[config.mk]
export PLATFORM = sky130hd
export DESIGN_NAME = dec_to_bin_entry_flat
export DESIGN_NICKNAME = d
export VERILOG_FILES = /design/src/rtl/dec_entry_pkg.sv /design/src/rtl/dec_to_bin_entry_if.sv /design/src/rtl/bcd_pair_to_mag.sv /design/src/rtl/dec_to_bin_entry.sv /design/src/flat_wrapper.sv
export SDC_FILE = /design/constraint.sdc
export NUM_CORES = 1
export LEC_CHECK = 0
export CORE_ASPECT_RATIO = 1.2
export CORE_MARGIN = 5
export CORE_UTILIZATION = 41
export CTS_CLUSTER_DIAMETER = 60
export DETAILED_ROUTE_END_ITERATION = 10
export PLACE_DENSITY = 0.71
export SETUP_SLACK_MARGIN = 0.05
export SLEW_MARGIN = 20
export SYNTH_ARGS = -nofsm -noshare
export SYNTH_HDL_FRONTEND = slang
export SYNTH_SLANG_ARGS = --single-unit
[constraint.sdc]
create_clock -name clk -period 3 [get_ports clk]
set_clock_uncertainty 0.05 [all_clocks]
set_input_delay 0.3 -clock clk [delete_from_list [all_inputs] [get_ports clk]]
set_output_delay 0.3 -clock clk [all_outputs]
set_load 0.03 [all_outputs]
[src/rtl/dec_entry_pkg.sv]
// Shared types, limits and range helpers for the decimal-entry-to-binary block.
package dec_entry_pkg;

  typedef enum logic [1:0] {
    EMPTY = 2'd0,
    ONE   = 2'd1,
    TWO   = 2'd2,
    DONE  = 2'd3
  } state_t;

  localparam logic [3:0] BCD_MAX = 4'd9;

  function automatic int pos_max(input int width);
    return (1 << (width - 1)) - 1;
  endfunction

  function automatic int neg_max(input int width);
    return 1 << (width - 1);
  endfunction

endpackage

[src/rtl/dec_to_bin_entry_if.sv]
// Keypad strobes in, committed operand and display echo out.
// Strobes are single-cycle requests with no ready (always accepted); out_valid is a one-cycle pulse with no backpressure.
interface dec_entry_if #(parameter int WIDTH = 6);
  logic             clr;
  logic [3:0]       digit;
  logic             digit_stb;
  logic             neg_stb;
  logic             enter_stb;
  logic [WIDTH-1:0] bin_out;
  logic             out_valid;
  logic             err;
  logic             neg_disp;
  logic [3:0]       tens_disp;
  logic [3:0]       ones_disp;
  logic [1:0]       state_dbg;

  modport master (
    output clr, digit, digit_stb, neg_stb, enter_stb,
    input  bin_out, out_valid, err, neg_disp, tens_disp, ones_disp, state_dbg
  );

  modport slave (
    input  clr, digit, digit_stb, neg_stb, enter_stb,
    output bin_out, out_valid, err, neg_disp, tens_disp, ones_disp, state_dbg
  );
endinterface

[src/rtl/bcd_pair_to_mag.sv]
// Combinational two-digit BCD to binary magnitude (0..99) using shift-add times ten.
module bcd_pair_to_mag (
  input  logic [3:0] tens,
  input  logic [3:0] ones,
  output logic [6:0] mag
);
  logic [6:0] tens_w;

  assign tens_w = {3'b000, tens};
  assign mag    = (tens_w << 3) + (tens_w << 1) + {3'b000, ones};
endmodule

[src/rtl/dec_to_bin_entry.sv]
// Collects sign plus up to two BCD digits and commits a range-checked two's-complement operand.
import dec_entry_pkg::*;

module dec_to_bin_entry #(
  parameter int WIDTH = 6
) (
  input logic        clk,
  input logic        reset,
  dec_entry_if.slave bus
);
  localparam logic [1:0] ST_EMPTY = EMPTY;
  localparam logic [1:0] ST_ONE   = ONE;
  localparam logic [1:0] ST_TWO   = TWO;
  localparam logic [1:0] ST_DONE  = DONE;
  localparam int POS_MAX = pos_max(WIDTH);
  localparam int NEG_MAX = neg_max(WIDTH);

  logic [1:0]       state;
  logic [3:0]       tens;
  logic [3:0]       ones;
  logic             neg;
  logic [6:0]       mag;
  logic [6:0]       neg_mag;
  logic             legal;
  logic             digit_ok;
  logic [WIDTH-1:0] bin_q;
  logic             valid_q;
  logic             err_q;

  bcd_pair_to_mag u_mag (
    .tens (tens),
    .ones (ones),
    .mag  (mag)
  );

  // Commit always judges the registered digits, so a same-cycle digit never leaks in.
  assign neg_mag  = ~mag + 7'd1;
  assign legal    = neg ? (int'(mag) <= NEG_MAX) : (int'(mag) <= POS_MAX);
  assign digit_ok = (bus.digit <= BCD_MAX);

  always_ff @(posedge clk) begin
    if (reset) begin
      state   <= ST_EMPTY;
      tens    <= 4'd0;
      ones    <= 4'd0;
      neg     <= 1'b0;
      bin_q   <= '0;
      valid_q <= 1'b0;
      err_q   <= 1'b0;
    end else begin
      valid_q <= 1'b0;
      if (bus.clr) begin
        state <= ST_EMPTY;
        tens  <= 4'd0;
        ones  <= 4'd0;
        neg   <= 1'b0;
        err_q <= 1'b0;
      end else if (bus.enter_stb) begin
        state <= ST_DONE;
        if (legal) begin
          bin_q   <= neg ? neg_mag[WIDTH-1:0] : mag[WIDTH-1:0];
          valid_q <= 1'b1;
          err_q   <= 1'b0;
        end else begin
          err_q <= 1'b1;
        end
      end else if (bus.digit_stb) begin
        if (!digit_ok) begin
          err_q <= 1'b1;
        end else begin
          case (state)
            ST_EMPTY: begin
              ones  <= bus.digit;
              state <= ST_ONE;
            end
            ST_ONE: begin
              tens  <= ones;
              ones  <= bus.digit;
              state <= ST_TWO;
            end
            ST_DONE: begin
              tens  <= 4'd0;
              ones  <= bus.digit;
              neg   <= 1'b0;
              state <= ST_ONE;
            end
            default: ;
          endcase
        end
      end else if (bus.neg_stb) begin
        // A sign press after a commit starts a fresh negative entry.
        if (state == ST_DONE) begin
          tens  <= 4'd0;
          ones  <= 4'd0;
          neg   <= 1'b1;
          state <= ST_EMPTY;
        end else begin
          neg <= ~neg;
        end
      end
    end
  end

  assign bus.bin_out   = bin_q;
  assign bus.out_valid = valid_q;
  assign bus.err       = err_q;
  assign bus.neg_disp  = neg;
  assign bus.tens_disp = tens;
  assign bus.ones_disp = ones;
  assign bus.state_dbg = state;
endmodule

[src/flat_wrapper.sv]
// flat-port wrapper written by rule: the top's interface ports become plain ports
module dec_to_bin_entry_flat 
#(
  parameter int WIDTH = 6
)
  (clk, reset, bus_clr, bus_digit, bus_digit_stb, bus_neg_stb, bus_enter_stb, bus_bin_out, bus_out_valid, bus_err, bus_neg_disp, bus_tens_disp, bus_ones_disp, bus_state_dbg);
  dec_entry_if #(.WIDTH(WIDTH)) bus_i ();
  input logic clk;
  input logic reset;
  input wire logic [$bits(bus_i.clr)-1:0] bus_clr;
  input wire logic [$bits(bus_i.digit)-1:0] bus_digit;
  input wire logic [$bits(bus_i.digit_stb)-1:0] bus_digit_stb;
  input wire logic [$bits(bus_i.neg_stb)-1:0] bus_neg_stb;
  input wire logic [$bits(bus_i.enter_stb)-1:0] bus_enter_stb;
  output wire logic [$bits(bus_i.bin_out)-1:0] bus_bin_out;
  output wire logic [$bits(bus_i.out_valid)-1:0] bus_out_valid;
  output wire logic [$bits(bus_i.err)-1:0] bus_err;
  output wire logic [$bits(bus_i.neg_disp)-1:0] bus_neg_disp;
  output wire logic [$bits(bus_i.tens_disp)-1:0] bus_tens_disp;
  output wire logic [$bits(bus_i.ones_disp)-1:0] bus_ones_disp;
  output wire logic [$bits(bus_i.state_dbg)-1:0] bus_state_dbg;
  assign bus_i.clr = bus_clr;
  assign bus_i.digit = bus_digit;
  assign bus_i.digit_stb = bus_digit_stb;
  assign bus_i.neg_stb = bus_neg_stb;
  assign bus_i.enter_stb = bus_enter_stb;
  assign bus_bin_out = bus_i.bin_out;
  assign bus_out_valid = bus_i.out_valid;
  assign bus_err = bus_i.err;
  assign bus_neg_disp = bus_i.neg_disp;
  assign bus_tens_disp = bus_i.tens_disp;
  assign bus_ones_disp = bus_i.ones_disp;
  assign bus_state_dbg = bus_i.state_dbg;
  dec_to_bin_entry #(.WIDTH(WIDTH)) u_core (.clk(clk), .reset(reset), .bus(bus_i));
endmodule
### Word level (Yosys, flattened, before mapping)

Cells that the tools add are included.

| storage, ports and cells | value |
|---|---|
| input port bits | 10 |
| register bits after elaboration | 19 |
| logic and storage cells | 68 |
| output and inout port bits | 19 |

| cells by class | value |
|---|---|
| eq/ne operators | 8 |
| muxes and demuxes | 26 |
| bitwise gates (word level) | 4 |
| magnitude comparators | 3 |
| reductions and logical operators | 17 |
| $add $sub $neg | 3 |

Operator list:

| operator | count |
|---|---|
| two-way mux 4 bit | 7 |
| two-way mux 1 bit | 11 |
| two-way mux 2 bit | 5 |
| AND reduction 5 bit | 2 |
| one-hot mux 4 bit (2 select lines) | 1 |
| AND reduction 4 bit | 2 |
| nonzero test 2 bit | 4 |
| adder 7 x 4 -> 7 bit | 1 |
| adder 7 x 5 -> 7 bit | 1 |
| less-or-equal comparator 7 x 5 -> 1 bit (second input constant) | 1 |
| less-or-equal comparator 7 x 6 -> 1 bit (second input constant) | 1 |
| adder 6 x 1 -> 6 bit (second input constant) | 1 |
| two-way mux 6 bit | 1 |
| NOT 6 bit | 1 |
| nonzero test 3 bit | 2 |
| OR reduction 3 bit | 2 |
| less-or-equal comparator 4 bit (second input constant) | 1 |
| inequality test 2 x 1 -> 1 bit (second input constant) | 2 |
| inequality test 2 bit (second input constant) | 2 |
| inequality test 4 x 2 -> 1 bit (second input constant) | 1 |
| one-hot mux 2 bit (2 select lines) | 1 |
| OR reduction 2 bit | 2 |
| inequality test 3 x 1 -> 1 bit (second input constant) | 1 |
| NOT 1 bit | 3 |
| 5 further kinds | 5 |

### Longest topological paths before layout

| logic depth | value |
|---|---|
| word-level depth | 6 |
| mapped depth | 9 |
| depth with buffers taken out | 9 |

### Cells and area by module

From an unflattened synthesis, not the netlist that was laid out.

| unflattened totals | value |
|---|---|
| cells, all modules | 151 |
| area, all modules | 1326.3 um^2 |

Modules (own cells, without submodules):

| module | sequential area each (um^2) | times used | cells an instance | area each (um^2) |
|---|---|---|---|---|
| dec_to_bin_entry | 380.4 | 1 | 124 | 1096.1 |
| bcd_pair_to_mag | 0.0 | 1 | 27 | 230.2 |

### Worst setup path before layout

OpenSTA, ideal clock, no wires.

| timing | value |
|---|---|
| path type | flip-flop to flip-flop |
| start | register u_core.ones[3] (netlist: u_core.bus.ones_disp[3]) |
| end | register u_core.bin_q[4] (netlist: u_core.bus.bin_out[4]) |
| setup time | 0.070 ns |
| arrival time | 3.055 ns |
| path buffers | 0 |
| period minus slack after synthesis | 3.175 ns |
| data required time | 2.880 ns |
| setup slack | -0.175 ns |
| stages on the path, launching flop included | 10 |
| cell sequence | dfxtp_1 -> inv_1 -> fa_1 -> inv_1 -> fa_1 -> nor3b_1 -> nand3_1 -> a31o_4 -> or4b_1 -> a21oi_1 |

| between the ends | value |
|---|---|
| cells in the longest elaborated chain, start to end | 4 |
| elaborated cells between the ends (all ways) | 8 |
| classes of those cells | add/sub: 2; order compare: 2; mux: 2; bitwise: 1; reduce/logical: 1 |

Ends and longest elaborated chain:

| what | line | RTL |
|---|---|---|
| start: declaration | dec_to_bin_entry.sv:20 | `logic [3:0] ones;` |
| start signal: assignment | dec_to_bin_entry.sv:73 | `ones <= bus.digit;` |
| start signal: assignment | dec_to_bin_entry.sv:78 | `ones <= bus.digit;` |
| start signal: assignment | dec_to_bin_entry.sv:83 | `ones <= bus.digit;` |
| adder 7 x 4 -> 7 bit * | bcd_pair_to_mag.sv:10 | `assign mag = (tens_w << 3) + (tens_w << 1) + {3'b000, ones};` |
| less-or-equal comparator 7 x 5 -> 1 bit (tied with other cells) | dec_to_bin_entry.sv:38 | `assign legal = neg ? (int'(mag) <= NEG_MAX) : (int'(mag) <= POS_MAX);` |
| two-way mux 1 bit or adder 6 x 1 -> 6 bit (tied branches) | dec_to_bin_entry.sv:38, dec_to_bin_entry.sv:37 |  |
| AND reduction 3 bit (no line) or two-way mux 6 bit (tied branches) | - |  |
| end signal: assignment | dec_to_bin_entry.sv:61 | `bin_q <= neg ? neg_mag[WIDTH-1:0] : mag[WIDTH-1:0];` |
| end: declaration | dec_to_bin_entry.sv:26 | `logic [WIDTH-1:0] bin_q;` |

Mark *: on every way between the ends. The rest lies on a longest branch, timed or not.
A chain may end at the register's enable or synchronous reset.

### Worst setup path after layout

Ends and elaborated chain as after synthesis.

==> flow_metrics.env <==
export IMPL_root_buffer="clkbuf_4"
export IMPL_diodes=0
export IMPL_async_reset_ff_share_pct=0
export IMPL_drt_first_iter_violations=23
export IMPL_grt_pass1_vias=1205
export IMPL_ys_seq_elements=19
export IMPL_path_clk_slew_ns=0.11
export IMPL_grt_max_degree=14
export IMPL_die_y_um=70.4
export IMPL_synth_edf_count=0
export IMPL_postSynthAreaPerCell_um2=8.36
export IMPL_overflow=0
export IMPL_wire_per_inst_um=13.7
export IMPL_fin_ws_ns=0.164
export IMPL_clkSinkCount=19
export IMPL_arrival_ns=3.02
export IMPL_rr_startpoint="u_core.bus.ones_disp[3]$_SDFFE_PP0P_"
export IMPL_synth_area_um2=1240
export IMPL_worstSetupStartpointType="flop"
export IMPL_clock_path_buffers=2
export IMPL_nets=205
export IMPL_max_freq_mhz=353
export IMPL_maxCapViolCount=0
export IMPL_numCtsBuffers=3
export IMPL_r2r_slack_ns=0.16
export IMPL_finalPower_w=0.000482
export IMPL_relSlewSlack_pct=75.9
export IMPL_antenna_found_initial=0
export IMPL_die_w_um=60.3
export IMPL_p_leak_nw=0.603
export IMPL_start_util_pct=41.5
export IMPL_min_period_over_period_pct=94.5
export IMPL_ys_seq_area_share_pct=30.6
export IMPL_hold_path_startpoint="u_core.bus.bin_out[1]$_SDFFE_PP0P_"
export IMPL_grt_total_usage_pct=15.3
export IMPL_route_vias_total=1186
export IMPL_gp_congestion=0.822
export IMPL_drtAntennaViolNets=0
export IMPL_core_um2=3000
export IMPL_syn_nets=173
export IMPL_min_path_type="flop to flop"
export IMPL_reg2reg_depth=9
export IMPL_fin_crit_ns=2.84
export IMPL_dp_hpwl_um=2410
export IMPL_cp_end_kind="flop"
export IMPL_grt_pass1_wl_um=5180
export IMPL_wl_um=2960
export IMPL_drt_first_pass_iters=3
export IMPL_rsz0062_at_grt="false"
export IMPL_pre_cts_ws_ns=0.0408
export IMPL_port_buffers=28
export IMPL_num_rows=22
export IMPL_status="completed"
export IMPL_area_delta_synth_final_pct=30.8
export IMPL_crit_type="flop to flop"
export IMPL_crit_start="u_core.bus.ones_disp[3]$_SDFFE_PP0P_"
export IMPL_fillers=281
export IMPL_peakVddDrop_v=0.000254
export IMPL_cts_tree="built"
export IMPL_drive_gt1_share_pct=11.1
export IMPL_yosys_warnings=0
export IMPL_whs_path_depth=2
export IMPL_final_util_pct=54.3
export IMPL_hold_violations=0
export IMPL_via_per_inst=5.49
export IMPL_clk_latency_ns=0.29
export IMPL_path_max_fanout=4
export IMPL_required_ns=3.18
export IMPL_power_density_nw_per_um2=296
export IMPL_setup_violations=0
export IMPL_h_tree_depth=1
export IMPL_ys_flop_type="dfxtp_1"
export IMPL_top_level_ports=29
export IMPL_drc=0
export IMPL_worst_pin_slew_ns=0.362
export IMPL_synth_cells=149
export IMPL_final_setup_tns_ns=0
export IMPL_yosysUniqueCellTypes=38
export IMPL_drv_slew=0
export IMPL_die_area_um2=4240
export IMPL_hold_ws_ns=0.427
==> placed cells by master, fill, tap and decap left out, types with 2 or more instances in the layout <==
cell type / synthesis / routed
or2_2: 2 / 2
o21ai_0: 9 / 9
ha_1: 12 / 12
dfxtp_2: 0 / 2
buf_4: 0 / 4
nor2_1: 9 / 9
o311a_1: 2 / 2
clkdlybuf4s50_1: 0 / 28
o21bai_1: 3 / 3
xnor2_1: 4 / 3
nor3_1: 6 / 6
nand3_1: 12 / 12
nand2_1: 8 / 8
nand2b_1: 3 / 3
a211oi_1: 3 / 3
a21oi_1: 17 / 17
clkbuf_4: 0 / 3
o21a_1: 2 / 2
inv_1: 12 / 12
dfxtp_1: 19 / 16
==> final timing paths <==
| check | to |
|---|---|
| max | u_core.bus.bin_out[4]$_SDFFE_PP0P_ |
| max reg2reg | u_core.bus.bin_out[4]$_SDFFE_PP0P_ |
| min | u_core.bus.bin_out[1]$_SDFFE_PP0P_ |
| min reg2reg | u_core.bus.bin_out[1]$_SDFFE_PP0P_ |
==> final cells by class <==
type	count	area [µm²]	share of cell area, %
flip-flops and latches	19	387	23.8
clock buffers	4	26.3	1.61
repair buffers	32	310	19.1
multi-input cells	113	815	50.0
inverters	12	45.0	2.77
well taps	36	45.0	2.77
==> repair_timing <==
action / 4_1_cts / 5_1_grt
hold buffers: 0 / 0
setup buffers: 1 / 1
gates resized for setup: 2 / 0
setup endpoints to repair: 1 / 6
pin swaps: 1 / 3
==> critical path, stage by stage (launching register included) <==
cell     delay, ns
dfxtp_4       0.37
inv_1         0.05
fa_1          0.52
inv_1         0.06
fa_2          0.46
nor3b_2       0.21
nand3_1       0.13
a31o_4        0.28
or4b_1        0.49
a21oi_1       0.14
==> cells in the mapped netlist, types with 2 or more instances <==
library cell,number,share of area [%]
nand3_1,12,4.8
fa_1,2,3.2
nor2_1,9,2.7
a21oi_1,17,6.8
dfxtp_1,19,31
a211oi_1,3,1.8
o311a_1,2,1.6
o21bai_1,3,1.8
inv_1,12,3.6
clkbuf_1,4,1.2
ha_1,12,12
nand2_1,8,2.4
o21ai_0,9,3.6
or2_2,2,1.0
xnor2_1,4,2.8
nor3_1,6,2.4
nand2b_1,3,1.5
o21a_1,2,1.2
==> through the flow <==
step                cells  cell area, µm²
floorplan             149            1260
global placement      210            1580
detailed placement    210            1580
CTS                   215            1620
global route          216            1630
finish                216            1630
==> report_power, final <==
group / switching (W) / internal (W) / leakage [nW]
combinational: 0.0000484 / 0.0000404 / 0.432
sequential: 0.00000536 / 0.000257 / 0.156
clock: 0.0000792 / 0.0000517 / 0.0150
total: 0.000133 / 0.000349 / 0.603
==> state kept, by name (all words and copies together) (netlist names) <==
signal	cells
u_core.bus.bin_out	6
u_core.bus.ones_disp	4
u_core.bus.tens_disp	4
u_core.bus.state_dbg	2
u_core.bus.err	1
u_core.bus.neg_disp	1
u_core.bus.out_valid	1
==> kinds of logic after synthesis <==
kind of cell | Yosys count | share of synthesized area [%]
XOR/XNOR | 4 | 2.81
AO/OA/AOI/OAI | 43 | 22.6
flip-flops | 19 | 30.6
multiplexers | 1 | 0.804
AND/OR/NAND/NOR | 51 | 22.7
buffers and inverters | 17 | 5.23
adder cells (fa/ha/maj) | 14 | 15.3
==> per-layer routing <==
metal / vias to the layer above / wire length (µm) / global-route usage (%)
li1: 600 / - / -
met1: 548 / 1250 / 17.5
met2: 28 / 1510 / 26.6
met3: 10 / 122 / 2.77
met4: 0 / 77 / 6.40
met5: - / 0 / 0
Power figures use the tool's default switching activity.
